[src/rtl/vga_pixel_fetch.sv]
// vga_pixel_fetch: answers VGA writer requests with one ZBT word from the displayed frame buffer.
module vga_pixel_fetch #(
   parameter int MEM_W           = 36,
   parameter int ADDR_W          = 19,
   parameter int WORDS_PER_FRAME = 153600,
   parameter int BASE_0          = 0,
   parameter int BASE_1          = 153600,
   parameter int READ_LAT        = 2
) (
   input  logic              clock,
   input  logic              reset,
   input  logic              vga_flag,
   input  logic              pixel_active,
   input  logic              frame_start,
   input  logic              frame_flag,
   output logic [MEM_W-1:0]  vga_pixel,
   output logic              done_vga,
   output logic              mem_req,
   output logic [ADDR_W-1:0] mem_addr,
   input  logic              mem_grant,
   input  logic [MEM_W-1:0]  mem_rdata,
   output logic              buf_sel,
   output logic              underrun
);
   typedef enum logic [1:0] {IDLE, REQ, WAIT, BLANK} state_t;
   localparam logic [ADDR_W-1:0] B0 = ADDR_W'(BASE_0);
   localparam logic [ADDR_W-1:0] B1 = ADDR_W'(BASE_1);
   localparam logic [ADDR_W-1:0] LAST = ADDR_W'(WORDS_PER_FRAME - 1);
   localparam logic [1:0] LAT_INIT = 2'(READ_LAT - 1);
   state_t state_q, state_d;
   logic [ADDR_W-1:0] offset_q, offset_d, mem_addr_q, mem_addr_d;
   logic [MEM_W-1:0] vga_pixel_q, vga_pixel_d;
   logic [1:0] lat_q, lat_d;
   logic done_vga_q, done_vga_d, mem_req_q, mem_req_d;
   logic buf_sel_q, buf_sel_d, underrun_q, underrun_d, swap_pending_q, swap_pending_d;
   always_comb begin
      state_d        = state_q;
      offset_d       = offset_q;
      mem_addr_d     = mem_addr_q;
      vga_pixel_d    = vga_pixel_q;
      lat_d          = lat_q;
      mem_req_d      = mem_req_q;
      done_vga_d     = 1'b0;
      buf_sel_d      = buf_sel_q;
      underrun_d     = underrun_q | (vga_flag & (state_q != IDLE));
      swap_pending_d = swap_pending_q | frame_flag;
      case (state_q)
         IDLE: if (vga_flag) begin
            state_d    = pixel_active ? REQ : BLANK;
            mem_req_d  = pixel_active;
            mem_addr_d = pixel_active ? (buf_sel_q ? B1 : B0) + offset_q : mem_addr_q;
         end
         REQ: if (mem_grant) begin
            mem_req_d = 1'b0;
            lat_d     = LAT_INIT;
            state_d   = WAIT;
         end
         WAIT: if (lat_q == 2'd0) begin
            vga_pixel_d = mem_rdata;
            done_vga_d  = 1'b1;
            offset_d    = (offset_q == LAST) ? '0 : offset_q + 1'b1;
            state_d     = IDLE;
         end else begin
            lat_d = lat_q - 2'd1;
         end
         BLANK: begin
            vga_pixel_d = '0;
            done_vga_d  = 1'b1;
            state_d     = IDLE;
         end
      endcase
      // swapping only here keeps a frame from mixing two buffers
      if (frame_start) begin
         offset_d       = '0;
         buf_sel_d      = buf_sel_q ^ swap_pending_d;
         swap_pending_d = 1'b0;
      end
   end
   always_ff @(posedge clock) begin
      if (reset) begin
         state_q        <= IDLE;
         offset_q       <= '0;
         mem_addr_q     <= '0;
         vga_pixel_q    <= '0;
         lat_q          <= '0;
         mem_req_q      <= 1'b0;
         done_vga_q     <= 1'b0;
         buf_sel_q      <= 1'b0;
         underrun_q     <= 1'b0;
         swap_pending_q <= 1'b0;
      end else begin
         state_q        <= state_d;
         offset_q       <= offset_d;
         mem_addr_q     <= mem_addr_d;
         vga_pixel_q    <= vga_pixel_d;
         lat_q          <= lat_d;
         mem_req_q      <= mem_req_d;
         done_vga_q     <= done_vga_d;
         buf_sel_q      <= buf_sel_d;
         underrun_q     <= underrun_d;
         swap_pending_q <= swap_pending_d;
      end
   end
   assign vga_pixel = vga_pixel_q;
   assign done_vga  = done_vga_q;
   assign mem_req   = mem_req_q;
   assign mem_addr  = mem_addr_q;
   assign buf_sel   = buf_sel_q;
   assign underrun  = underrun_q;
endmodule

[config.mk]
export PLATFORM = sky130hd
export DESIGN_NAME = vga_pixel_fetch
export DESIGN_NICKNAME = d
export VERILOG_FILES = /design/src/rtl/vga_pixel_fetch.sv
export SDC_FILE = /design/constraint.sdc
export NUM_CORES = 1
export LEC_CHECK = 0
export ABC_AREA = 1
export CAP_MARGIN = 20
export CORE_UTILIZATION = 40
export DETAILED_ROUTE_END_ITERATION = 6
export PLACE_DENSITY = 0.79
export SYNTH_ARGS = -nofsm -noshare
export SYNTH_HDL_FRONTEND = slang
export SYNTH_SLANG_ARGS = --single-unit
[constraint.sdc]
create_clock -name clock -period 2 [get_ports clock]
set_input_delay 0.2 -clock clock [delete_from_list [all_inputs] [get_ports clock]]
set_output_delay 0.2 -clock clock [all_outputs]
set_load 0.02 [all_outputs]
Yosys cells after proc, flatten, opt, wreduce, memory -nomap -nowiden
Index checks and enable logic that the tools add are counted.
- $add $sub $neg: 3
- multipliers: 0
- div/mod/pow operators: 0
- $lt $le $gt $ge: 0
- eq/ne operators: 8
- shift-type cells: 0
- multiplexer cells: 17
- bitwise operators: 4
- reduce and logical (&&, ||, !) cells: 13
- operators with widths (operator ; count):
    $pmux W36 S2 ; 1
    $mux W36 ; 1
    $add A18 B19 Y19 ; 1
    $add A19 B1 Y19 const B ; 1
    $eq A19 B18 Y1 const B ; 1
    $mux W19 ; 1
    $mux W18 ; 1
    $mux W2 ; 6
    $reduce_and A3 Y1 ; 4
    $ne A2 B2 Y1 const B ; 4
    $pmux W2 S4 ; 1
    $reduce_bool A2 Y1 ; 4
    $eq A2 B2 Y1 const B ; 2
    $logic_not A2 Y1 ; 2
    $pmux W1 S2 ; 2
    $pmux W2 S2 ; 1
    $reduce_and A2 Y1 ; 2
    $mux W1 ; 3
    $eq A2 B1 Y1 const B ; 1
    $or A1 B1 Y1 ; 2
    $reduce_or A2 Y1 ; 1
    $sub A2 B1 Y2 const B ; 1
    $and A1 B1 Y1 ; 1
    $xor A1 B1 Y1 ; 1
- bits in registers: 83
- bits in latches: 0
- RAM bits: 0
- memory bits (read-only): 0
- bits of input ports: 43
- output and inout bits: 59
- word-level logic and storage cells: 55
- memories: 0

Depth between registers and ports, before layout
Gate-level depths: netlist of run 1.
- depth in word-level cells: 3
- gate-level depth with buffers: 10
- mapped depth without buffers: 10

Least setup slack after synthesis of run 1
Ideal clock, no wire load.
- kind: reg-to-reg
- start: reg buf_sel_q (netlist: buf_sel)
- end: reg mem_addr_q[15] (netlist: mem_addr[15])
- library setup time: 115 ps
- arrival: 1674 ps
- required time: 1885 ps
- slack: 211 ps
- stages on the path, launching flop included: 9
- path buffers: 0
- clock period less this slack: 1789 ps
- path through: dfxtp_1 ha_1 inv_1 fa_1 nor2_1 nor2_1 xor2_1 o21ai_0 inv_1
- longest elaborated chain between the ends: 2
- RTL lines (item ; line ; text):
    start: declaration ; 35 ; logic buf_sel_q, buf_sel_d, underrun_q, underrun_d, swap_pending_q, swap_pending_d;
    start signal: assignment ; 99 ; buf_sel_q <= buf_sel_d;
    $mux W18 ; 51 ; mem_addr_d = pixel_active ? (buf_sel_q ? B1 : B0) + offset_q : mem_addr_q;
    $add A18 B19 Y19 ; 51 ;
    end signal: assignment ; 94 ; mem_addr_q <= mem_addr_d;
    end: declaration ; 31 ; logic [ADDR_W-1:0] offset_q, offset_d, mem_addr_q, mem_addr_d;
No other way between the ends.
A chain may end at the register's enable or synchronous reset.

Worst setup path after layout of run 1
- start: reg offset_q[11]
- end: reg mem_addr_q[15] (netlist: mem_addr[15])
- longest elaborated chain between the ends: 1
- RTL lines (item ; line ; text):
    start: declaration ; 31 ;
    start signal: assignment ; 93 ; offset_q <= offset_d;
    $add A18 B19 Y19 ; 51 ;
No other way between the ends.

==> results.py, run 1 <==
metrics = {
    "clocking": {
        "clock_path_buffers": 2,
        "clk_latency_ns": 0.36,
        "cts-buffers-inserted": 9,
        "cts_tree": "yes",
        "cts.clk_slew.worst_paths_ns": 0.10,
        "cts-root-buf": "clkbuf_8",
        "cts_sinks": 83,
        "post_cts_buffers": 0,
        "h-tree-depth": 3,
    },
    "min_path": {
        "worstHoldPathCells": 3,
        "timing.hold.worst.start": "mem_rdata[9]",
        "holdPathEnd": "vga_pixel[9]",
        "hold_class": "primary input to flop",
    },
    "critical_path": {
        "cp-end-kind": "flop",
        "crit_path_cell_trace": "ha_1, inv_1, fa_1, nor2_1, nor2_1, xor2_1, o21ai_0, inv_1",
        "path_delay_family": "adder cells",
        "cp_slowest_cell": "dfxtp_1",
        "reg2reg_from": "offset_q[11]",
        "crit_buf_inv": 2,
        "critPathLaunchType": "flop",
        "critPathRequiredTime_ns": 2.25,
        "crit_cells": 8,
        "reg2reg_to": "mem_addr[15]",
        "max_stage_delay_ns": 0.45,
        "r2r_cells": 8,
        "path_max_fanout": 6,
        "critPathKind": "flop to flop",
        "reg2reg_setup_slack_ns": 0.24,
        "cp.arrival_ns": 2.01,
    },
    "placement": {
        "routabilityCongestion": 0.926,
        "dp_slack_ns": 0.231,
        "port-buffer-count": 101,
        "dp_hpwl_um": 6390,
        "placed_area_sq_um": 4700,
        "numPlacedInstances": 653,
    },
    "sta": {
        "drv_slew": 0,
        "period_share": 0.878,
        "clock_skew_ns": 0.0133,
        "clock.fmax_mhz": 570,
        "finalWorstSetupSlack_ns": 0.244,
        "fin_crit_ns": 1.76,
        "grt_setup_unrepaired": "false",
        "relSlewSlack": 0.623,
        "finalSetupViolCount": 0,
        "worstMarginPinSlew_ns": 0.565,
        "fin_setup_tns_ns": 0,
        "hold_viol": 0,
    },
    "grt": {
        "grt_util_met3": 0.0297,
        "grtUsageTotal": 0.198,
        "antenna_found_initial": 0,
        "grt_overflow": 0,
        "met1_usage": 0.244,
        "grt_pass1_vias": 3137,
        "grt_pass1_wl_um": 14300,
        "grt_busiest_layer": "met2",
        "met2_usage": 0.337,
        "grt_max_degree": 46,
    },
    "finish": {
        "final_cells": 669,
        "fin_area_sq_um": 4880,
        "fillers": 807,
        "nets": 606,
        "regArea_sq_um": 1660,
        "syn_to_final_growth_pct": 36.5,
        "multiInputGateArea_sq_um": 1680,
        "layout-drive-gt1-share": 0.103,
        "diodes": 0,
    },
    "die": {
        "die-width_um": 96.6,
        "initial_utilization": 0.412,
        "die_h_um": 96.6,
        "ios": 102,
        "core_area_sq_um": 8680,
        "dieArea_sq_um": 9320,
        "core.rowCount": 34,
    },
    "yosys": {
        "synth_top_area_frac": 0.465,
        "synth.avg_cell_area_sq_um": 7.82,
        "ys_ff_latch": 83,
        "synth_edf_count": 0,
        "synth.most_common_cell": "nand2_1",
        "synth_cell_types": 41,
        "async_reset_ff_frac": 0,
        "syn_nets": 507,
        "syn_inst": 457,
        "syn_area_sq_um": 3580,
        "synth_area_leader_cell": "dfxtp_1",
        "ys.flop_type": "dfxtp_1",
        "yosys_warnings": 0,
        "synth_area_leaders": "dfxtp_1 (46%), nand2_1 (9.0%), nor2_1 (7.9%), a22oi_1 (4.6%), a21oi_1 (4.5%)",
        "seq_area_frac_synth": 0.465,
        "ys_top_cells_by_count": "nand2_1 (86), dfxtp_1 (83), nor2_1 (75)",
    },
    "job": {
        "drv_cap": 0,
    },
    "power": {
        "power_mw": 3.86,
        "leakage_nw": 1.82,
        "vdd_drop_max_mv": 0.297,
        "power.density_nw_per_um2": 791,
    },
    "routing": {
        "via_count": 3384,
        "wirelength_um": 9170,
        "first_pass_iters": 4,
        "antenna_left": 0,
        "post_drt_wl_per_cell_um": 13.7,
        "viasPerCell": 5.06,
        "drc": 0,
        "drt_iter0_drc": 164,
    },
    "run_status": {
        "status": "finished clean",
    },
}
[report_power, final]
part | switching, mW | internal, mW | total, mW
registers | 0.0707 | 1.77 | 1.84
clock network | 0.643 | 0.493 | 1.14
logic | 0.483 | 0.398 | 0.881
[through the flow]
step / hold WS (ns) / utilization
finish: 0.387 / 0.563
global route: 0.385 / 0.563
CTS: 0.379 / 0.562
detailed placement: 0.455 / 0.541
global placement: 0.449 / 0.541
floorplan: 0.344 / -
[flip-flops by register name, indices dropped and copies added, names as in the netlist]
signal,count
buf_sel,1
lat_q,2
offset_q,19
mem_req,1
state_q,2
underrun,1
vga_pixel,36
mem_addr,19
done_vga,1
swap_pending_q,1
[how the worst max path moves through the flow]
stage	slack (ns)	from	end
CTS	0.20	buf_sel	mem_addr[15]
global placement	0.28	buf_sel	mem_addr[15]
floorplan	0.21	buf_sel	mem_addr[15]
global route	0.06	offset_q[11]	mem_addr[17]
detailed placement	0.23	buf_sel	mem_addr[15]
finish	0.24	offset_q[11]	mem_addr[15]
[layout make-up]
class	count	share of cell area
tap	108	0.0277
timing repair buffer	107	0.219
clock inverter	6	0.00974
inverter	40	0.0310
clock buffer	10	0.0282
sequential	83	0.341
multi-input combinational	315	0.344
[kinds of logic after synthesis]
logic type,share of synthesized area
and+or+nand+nor,0.273
AOI/OAI and AO/OA,0.145
DFF,0.465
buffers and inverters,0.0668
xor gates and xnor gates,0.0245
adders and majority gates,0.0266
[cell usage in the layout, fill, tap and decap left out, types with 2 or more instances in the layout]
| cell type | netlist | final |
|---|---|---|
| nor3_1 | 4 | 4 |
| nand3_1 | 16 | 16 |
| nor2_1 | 75 | 75 |
| xnor2_1 | 2 | 2 |
| nand2_2 | 4 | 4 |
| a21oi_1 | 32 | 32 |
| a22oi_1 | 22 | 22 |
| o21ai_0 | 22 | 22 |
| nand3_2 | 2 | 2 |
| buf_4 | 1 | 5 |
| ha_1 | 6 | 6 |
| inv_1 | 33 | 33 |
| dfxtp_1 | 83 | 82 |
| xor2_1 | 8 | 8 |
| clkinvlp_4 | 0 | 4 |
| nand2_1 | 86 | 86 |
| clkbuf_8 | 0 | 10 |
| inv_2 | 5 | 5 |
| clkdlybuf4s50_1 | 0 | 101 |
| nor3_2 | 2 | 2 |
| inv_6 | 0 | 2 |
| nor2_2 | 9 | 9 |
| nand4_1 | 5 | 5 |
| nor2_4 | 5 | 5 |
[metal layers]
layer	up-vias	wire length, um
li1	1680	-
met1	1601	4020
met2	85	4610
met3	18	340
met4	0	197
met5	-	0
[worst reg2reg max path, cell delays in order (launching register included)]
cell and delay [ns]:
dfxtp_1 0.45, ha_1 0.20, inv_1 0.05, fa_1 0.41, nor2_1 0.16, nor2_1 0.06
xor2_1 0.14, o21ai_0 0.14, inv_1 0.05
[repair_timing]
item	CTS	global route
hold buffers	0	0
setup endpoints to repair	0	1
resized for setup	0	1
Note: power is estimated with default switching activity, not from simulation.
==> inputs of run 2 (changes only) <==
- ABC_CLOCK_PERIOD_IN_PS: unset -> 1460
- PLACE_DENSITY: 0.79 -> 0.82
- SLEW_MARGIN: unset -> 15
- clock period: 2 -> 1.46 ns (I/O delays scaled with it)
==> results.py, run 2 (same netlist as run 1, synthesis figures left out) <==
metrics = {
    "clocking": {
        "ctsHoldBuffers": 0,
        "h-tree-depth": 3,
        "cts_tree": "yes",
        "cts_sinks": 83,
        "clk_latency_ns": 0.36,
        "cts.clk_slew.worst_paths_ns": 0.09,
        "clock_path_buffers": 2,
        "cts-root-buf": "clkbuf_8",
        "cts-buffers-inserted": 9,
    },
    "routing": {
        "via_count": 3599,
        "drc": 0,
        "drt_iter0_drc": 163,
        "post_drt_wl_per_cell_um": 14.6,
        "wirelength_um": 10300,
        "viasPerCell": 5.13,
        "first_pass_iters": 4,
        "antenna_left": 0,
    },
    "sta": {
        "relSlewSlack": 0.654,
        "fin_setup_tns_ns": -0.198,
        "fin_crit_ns": 1.53,
        "clock_skew_ns": 0.00687,
        "worstMarginPinSlew_ns": 0.519,
        "period_share": 1.05,
        "hold_viol": 0,
        "drv_slew": 0,
        "finalWorstSetupSlack_ns": -0.0714,
        "holdWs_ns": 0.245,
        "grt_setup_unrepaired": "true",
        "clock.fmax_mhz": 653,
        "finalSetupViolCount": 4,
    },
    "run_status": {
        "violations": "negative setup slack",
        "status": "finished with violations",
    },
    "finish": {
        "syn_to_final_growth_pct": 48.8,
        "layout_commonest_cell": "nand2_1",
        "largest_reg_flops": 36,
        "diodes": 0,
        "nets": 638,
        "final_cell_mix": "nand2_1 (82), nor2_1 (72), dfxtp_1 (72)",
        "layout-drive-gt1-share": 0.201,
        "fin_area_sq_um": 5320,
    },
    "critical_path": {
        "crit_buf_inv": 2,
        "cp.arrival_ns": 1.79,
        "crit_path_cell_trace": "ha_4, inv_2, fa_2, nor2_4, o21bai_1, a21oi_1, o21ai_1, nand2_1, inv_1",
        "critPathKind": "flop to flop",
        "cp-end-kind": "flop",
        "path_max_fanout": 5,
        "path_delay_family": "adder cells",
        "cp_slowest_cell": "dfxtp_4",
        "critPathLaunchType": "flop",
        "max_stage_delay_ns": 0.39,
        "critPathRequiredTime_ns": 1.72,
    },
    "power": {
        "vdd_drop_max_mv": 0.498,
        "leakage_nw": 2.53,
        "power.density_nw_per_um2": 1040,
    },
    "placement": {
        "routabilityCongestion": 0.856,
        "placed_area_sq_um": 4940,
        "dp_hpwl_um": 7010,
        "port-buffer-count": 101,
    },
    "die": {
        "die-width_um": 96.6,
        "core_area_sq_um": 8680,
        "initial_utilization": 0.412,
        "core.rowCount": 34,
        "ios": 102,
        "die_h_um": 96.6,
        "dieArea_sq_um": 9320,
    },
    "grt": {
        "grt_pass1_wl_um": 15200,
        "grt_overflow": 0,
        "grtUsageTotal": 0.213,
        "antenna_found_initial": 0,
        "grt_pass1_vias": 3231,
        "grt_max_degree": 46,
    },
    "min_path": {
        "hold_class": "primary input to flop",
    },
    "job": {
        "drv_cap": 0,
    },
}
-- run 2: changes by cell type in the layout (fill, tap and decap cells not counted), sizes merged --
| cell | before | now |
|---|---|---|
| dlygate4sd2 | 0 | 39 |
| clkinvlp | 4 | 1 |
| bufinv | 0 | 1 |
| dlymetal6s2s | 0 | 19 |
| buf | 6 | 38 |
| nor2 | 90 | 91 |
| inv | 40 | 42 |
| clkbuf | 10 | 11 |
| clkdlybuf4s50 | 101 | 41 |
-- run 2: layout make-up --
cell class                 instances  area, sq um
clock buffer                      10          138
clock inverter                     6         70.1
multi-input combinational        316         1790
tap                              108          135
sequential                        83         1680
fill                             698         3360
inverter                          40          155
timing repair buffer             138         1360
-- run 2: path summary, 6_finish.rpt --
check	to	startpoint	depth (start not counted)	slack [ns]
setup / recovery	mem_addr[17]	buf_sel	9	-0.07
hold reg to reg	vga_pixel[12]	vga_pixel[12]	2	0.47
hold / removal	vga_pixel[26]	reset	3	0.24
setup reg to reg	mem_addr[17]	buf_sel	9	-0.07
-- run 2: where the power goes --
part | internal (mW) | leakage [nW] | switching [mW] | total [mW]
combinational | 0.563 | 1.75 | 0.716 | 1.28
clock | 0.853 | 0.104 | 0.885 | 1.74
sequential | 2.43 | 0.681 | 0.0899 | 2.52
total | 3.85 | 2.53 | 1.69 | 5.54
-- run 2: through the flow --
stage | total power, mW | utilization | setup slack [ns] | instances
6_report | 5.54 | 0.613 | -0.0714 | 701
3_5_place_dp | 3.88 | 0.569 | -0.0431 | 675
5_1_grt | 5.78 | 0.613 | -0.225 | 701
4_1_cts | 5.54 | 0.598 | -0.0914 | 699
2_1_floorplan | 3.24 | - | -0.00181 | 457
3_3_place_gp | 3.84 | 0.569 | 0.00975 | 675
-- run 2: timing repair --
item,in CTS,in global routing
endpoints found under the setup margin,52,74
setup buffers,7,3
endpoints found under the hold margin,0,0
gates resized for setup,46,54
gates cloned,1,1
pin swaps,6,13
-- run 2: layer usage --
| layer | up-vias | routed length, um | global-route usage |
|---|---|---|---|
| met3 | 27 | 594 | 0.0383 |
| li1 | 1752 | - | - |
| met4 | 0 | 285 | 0.105 |
| met5 | - | 0 | 0 |
| met2 | 120 | 5190 | 0.351 |
| met1 | 1700 | 4190 | 0.267 |
-- run 2: worst min-delay path, stage by stage --
cell    delay (ns)
buf_2         0.13
buf_12        0.17
nor2_1        0.11
==> inputs of run 3 (changes only) <==
- ABC_CLOCK_PERIOD_IN_PS: 1460 -> 1700
- PLACE_DENSITY: 0.82 -> 0.79
- clock period: 1.46 -> 1.7 ns (I/O delays scaled with it)
==> results.py, run 3 (same netlist as run 1, synthesis figures left out) <==
metrics = {
    "run_status": {
        "status": "finished clean",
    },
    "routing": {
        "drt_iter0_drc": 181,
        "antenna_left": 0,
        "wirelength_um": 9400,
        "viasPerCell": 5.00,
        "top_layer": "met4",
        "dr_wl_met3_um": 381,
        "met2_length_um": 4820,
        "drc": 0,
        "via_count": 3378,
        "first_pass_iters": 4,
        "post_drt_wl_per_cell_um": 13.9,
        "wl_met1_um": 4040,
    },
    "die": {
        "die_h_um": 96.6,
        "die-width_um": 96.6,
        "initial_utilization": 0.412,
        "ios": 102,
        "core_area_sq_um": 8680,
        "core.rowCount": 34,
        "dieArea_sq_um": 9320,
    },
    "clocking": {
        "h-tree-depth": 3,
        "cts_tree": "yes",
        "cts.clk_slew.worst_paths_ns": 0.08,
        "cts_sinks": 83,
        "clk_latency_ns": 0.35,
        "cts-root-buf": "clkbuf_8",
        "cts-buffers-inserted": 9,
        "clock_path_buffers": 2,
    },
    "grt": {
        "grtUsageTotal": 0.198,
        "grt_overflow": 0,
        "grt_max_degree": 46,
        "antenna_found_initial": 0,
        "grt_pass1_wl_um": 14200,
        "grt_pass1_vias": 3030,
    },
    "placement": {
        "dp_hpwl_um": 6820,
        "routabilityCongestion": 0.881,
        "port-buffer-count": 101,
        "numPlacedInstances": 660,
    },
    "critical_path": {
        "max_stage_delay_ns": 0.60,
        "path_delay_family": "buffers and inverters",
        "crit_path_cell_trace": "buf_4, clkdlybuf4s50_1",
        "crit_buf_inv": 2,
        "cp_slowest_cell": "clkdlybuf4s50_1",
        "critPathKind": "flop to output pin",
        "critPathLaunchType": "flop",
        "cp-end-kind": "output pin",
        "cp.arrival_ns": 1.44,
        "critPathRequiredTime_ns": 1.53,
        "path_max_fanout": 5,
    },
    "sta": {
        "drv_slew": 0,
        "clock_skew_ns": 0.00830,
        "hold_viol": 0,
        "clock.fmax_mhz": 623,
        "worstMarginPinSlew_ns": 0.430,
        "period_share": 0.944,
        "relSlewSlack": 0.713,
        "finalSetupViolCount": 0,
        "holdWs_ns": 0.369,
        "fin_crit_ns": 1.61,
    },
    "power": {
        "p_int_mw": 3.40,
        "switching_share": 0.289,
        "vdd_drop_max_mv": 0.399,
        "seq_power_share": 0.454,
        "power.density_nw_per_um2": 956,
        "combPwrFrac": 0.223,
        "power_mw": 4.78,
        "clockPowerShare": 0.324,
        "leakage_nw": 1.89,
        "p_switching_mw": 1.38,
    },
    "finish": {
        "final_cell_mix": "clkdlybuf4s50_1 (101), nand2_1 (86), dfxtp_1 (82)",
        "final_cells": 676,
        "diodes": 0,
        "syn_to_final_growth_pct": 39.9,
        "fillers": 778,
        "largest_reg_flops": 36,
        "layout-drive-gt1-share": 0.118,
        "nets": 614,
        "layout_commonest_cell": "clkdlybuf4s50_1",
        "post-route-util": 0.577,
    },
    "min_path": {
        "hold_class": "primary input to flop",
    },
    "job": {
        "drv_cap": 0,
    },
}
-- run 3: worst paths after layout --
check / from / to / slack (ns) / depth (start not counted)
hold reg to reg: vga_pixel[13] / vga_pixel[13] / 0.47 / 2
hold / removal: mem_rdata[0] / vga_pixel[0] / 0.37 / 3
setup / recovery: buf_sel / buf_sel / 0.09 / 2
setup reg to reg: buf_sel / mem_addr[15] / 0.10 / 8
-- run 3: power groups by stage --
stage | registers, mW | clock network (mW) | logic, mW
floorplan | 2.36 | 0 | 0.422
global placement | 2.21 | 0 | 1.04
detailed placement | 2.21 | 0 | 1.06
CTS | 2.17 | 1.57 | 1.07
global route | 2.19 | 1.65 | 1.15
finish | 2.17 | 1.55 | 1.07
-- run 3: area by class of cell --
class,instances,area [sq um],share of cell area
tap,108,135,0.0270
multi-input combinational,315,1680,0.337
clock buffer,9,124,0.0248
inverter,40,151,0.0303
clock inverter,6,90.1,0.0180
sequential,83,1670,0.333
timing repair buffer,115,1150,0.231
-- run 3: per-stage QoR --
step	setup WS [ns]	TNS, ns	area, sq um
5_1_grt	-0.0108	-0.0108	5000
3_5_place_dp	0.0198	0	4770
2_1_floorplan	0.0449	0	3580
3_3_place_gp	0.0913	0	4770
4_1_cts	0.00322	0	4990
6_report	0.0947	0	5000
-- run 3: layer usage --
layer	up-vias	GRT usage
li1	1698	-
met5	-	0
met1	1598	0.247
met3	14	0.0438
met4	0	0.0699
met2	68	0.336
-- run 3: tightest hold or removal path, delay by kind of cell --
kind,cells,cell delay (ns)
buffers and inverters,1,0.40
and+or+nand+nor,1,0.06
AOI/OAI and AO/OA,1,0.05
-- run 3: what timing repair did --
action,CTS,global route
endpoints found under the setup margin,0,2
hold buffers,0,0
buffers inserted,0,1
resized for setup,0,3
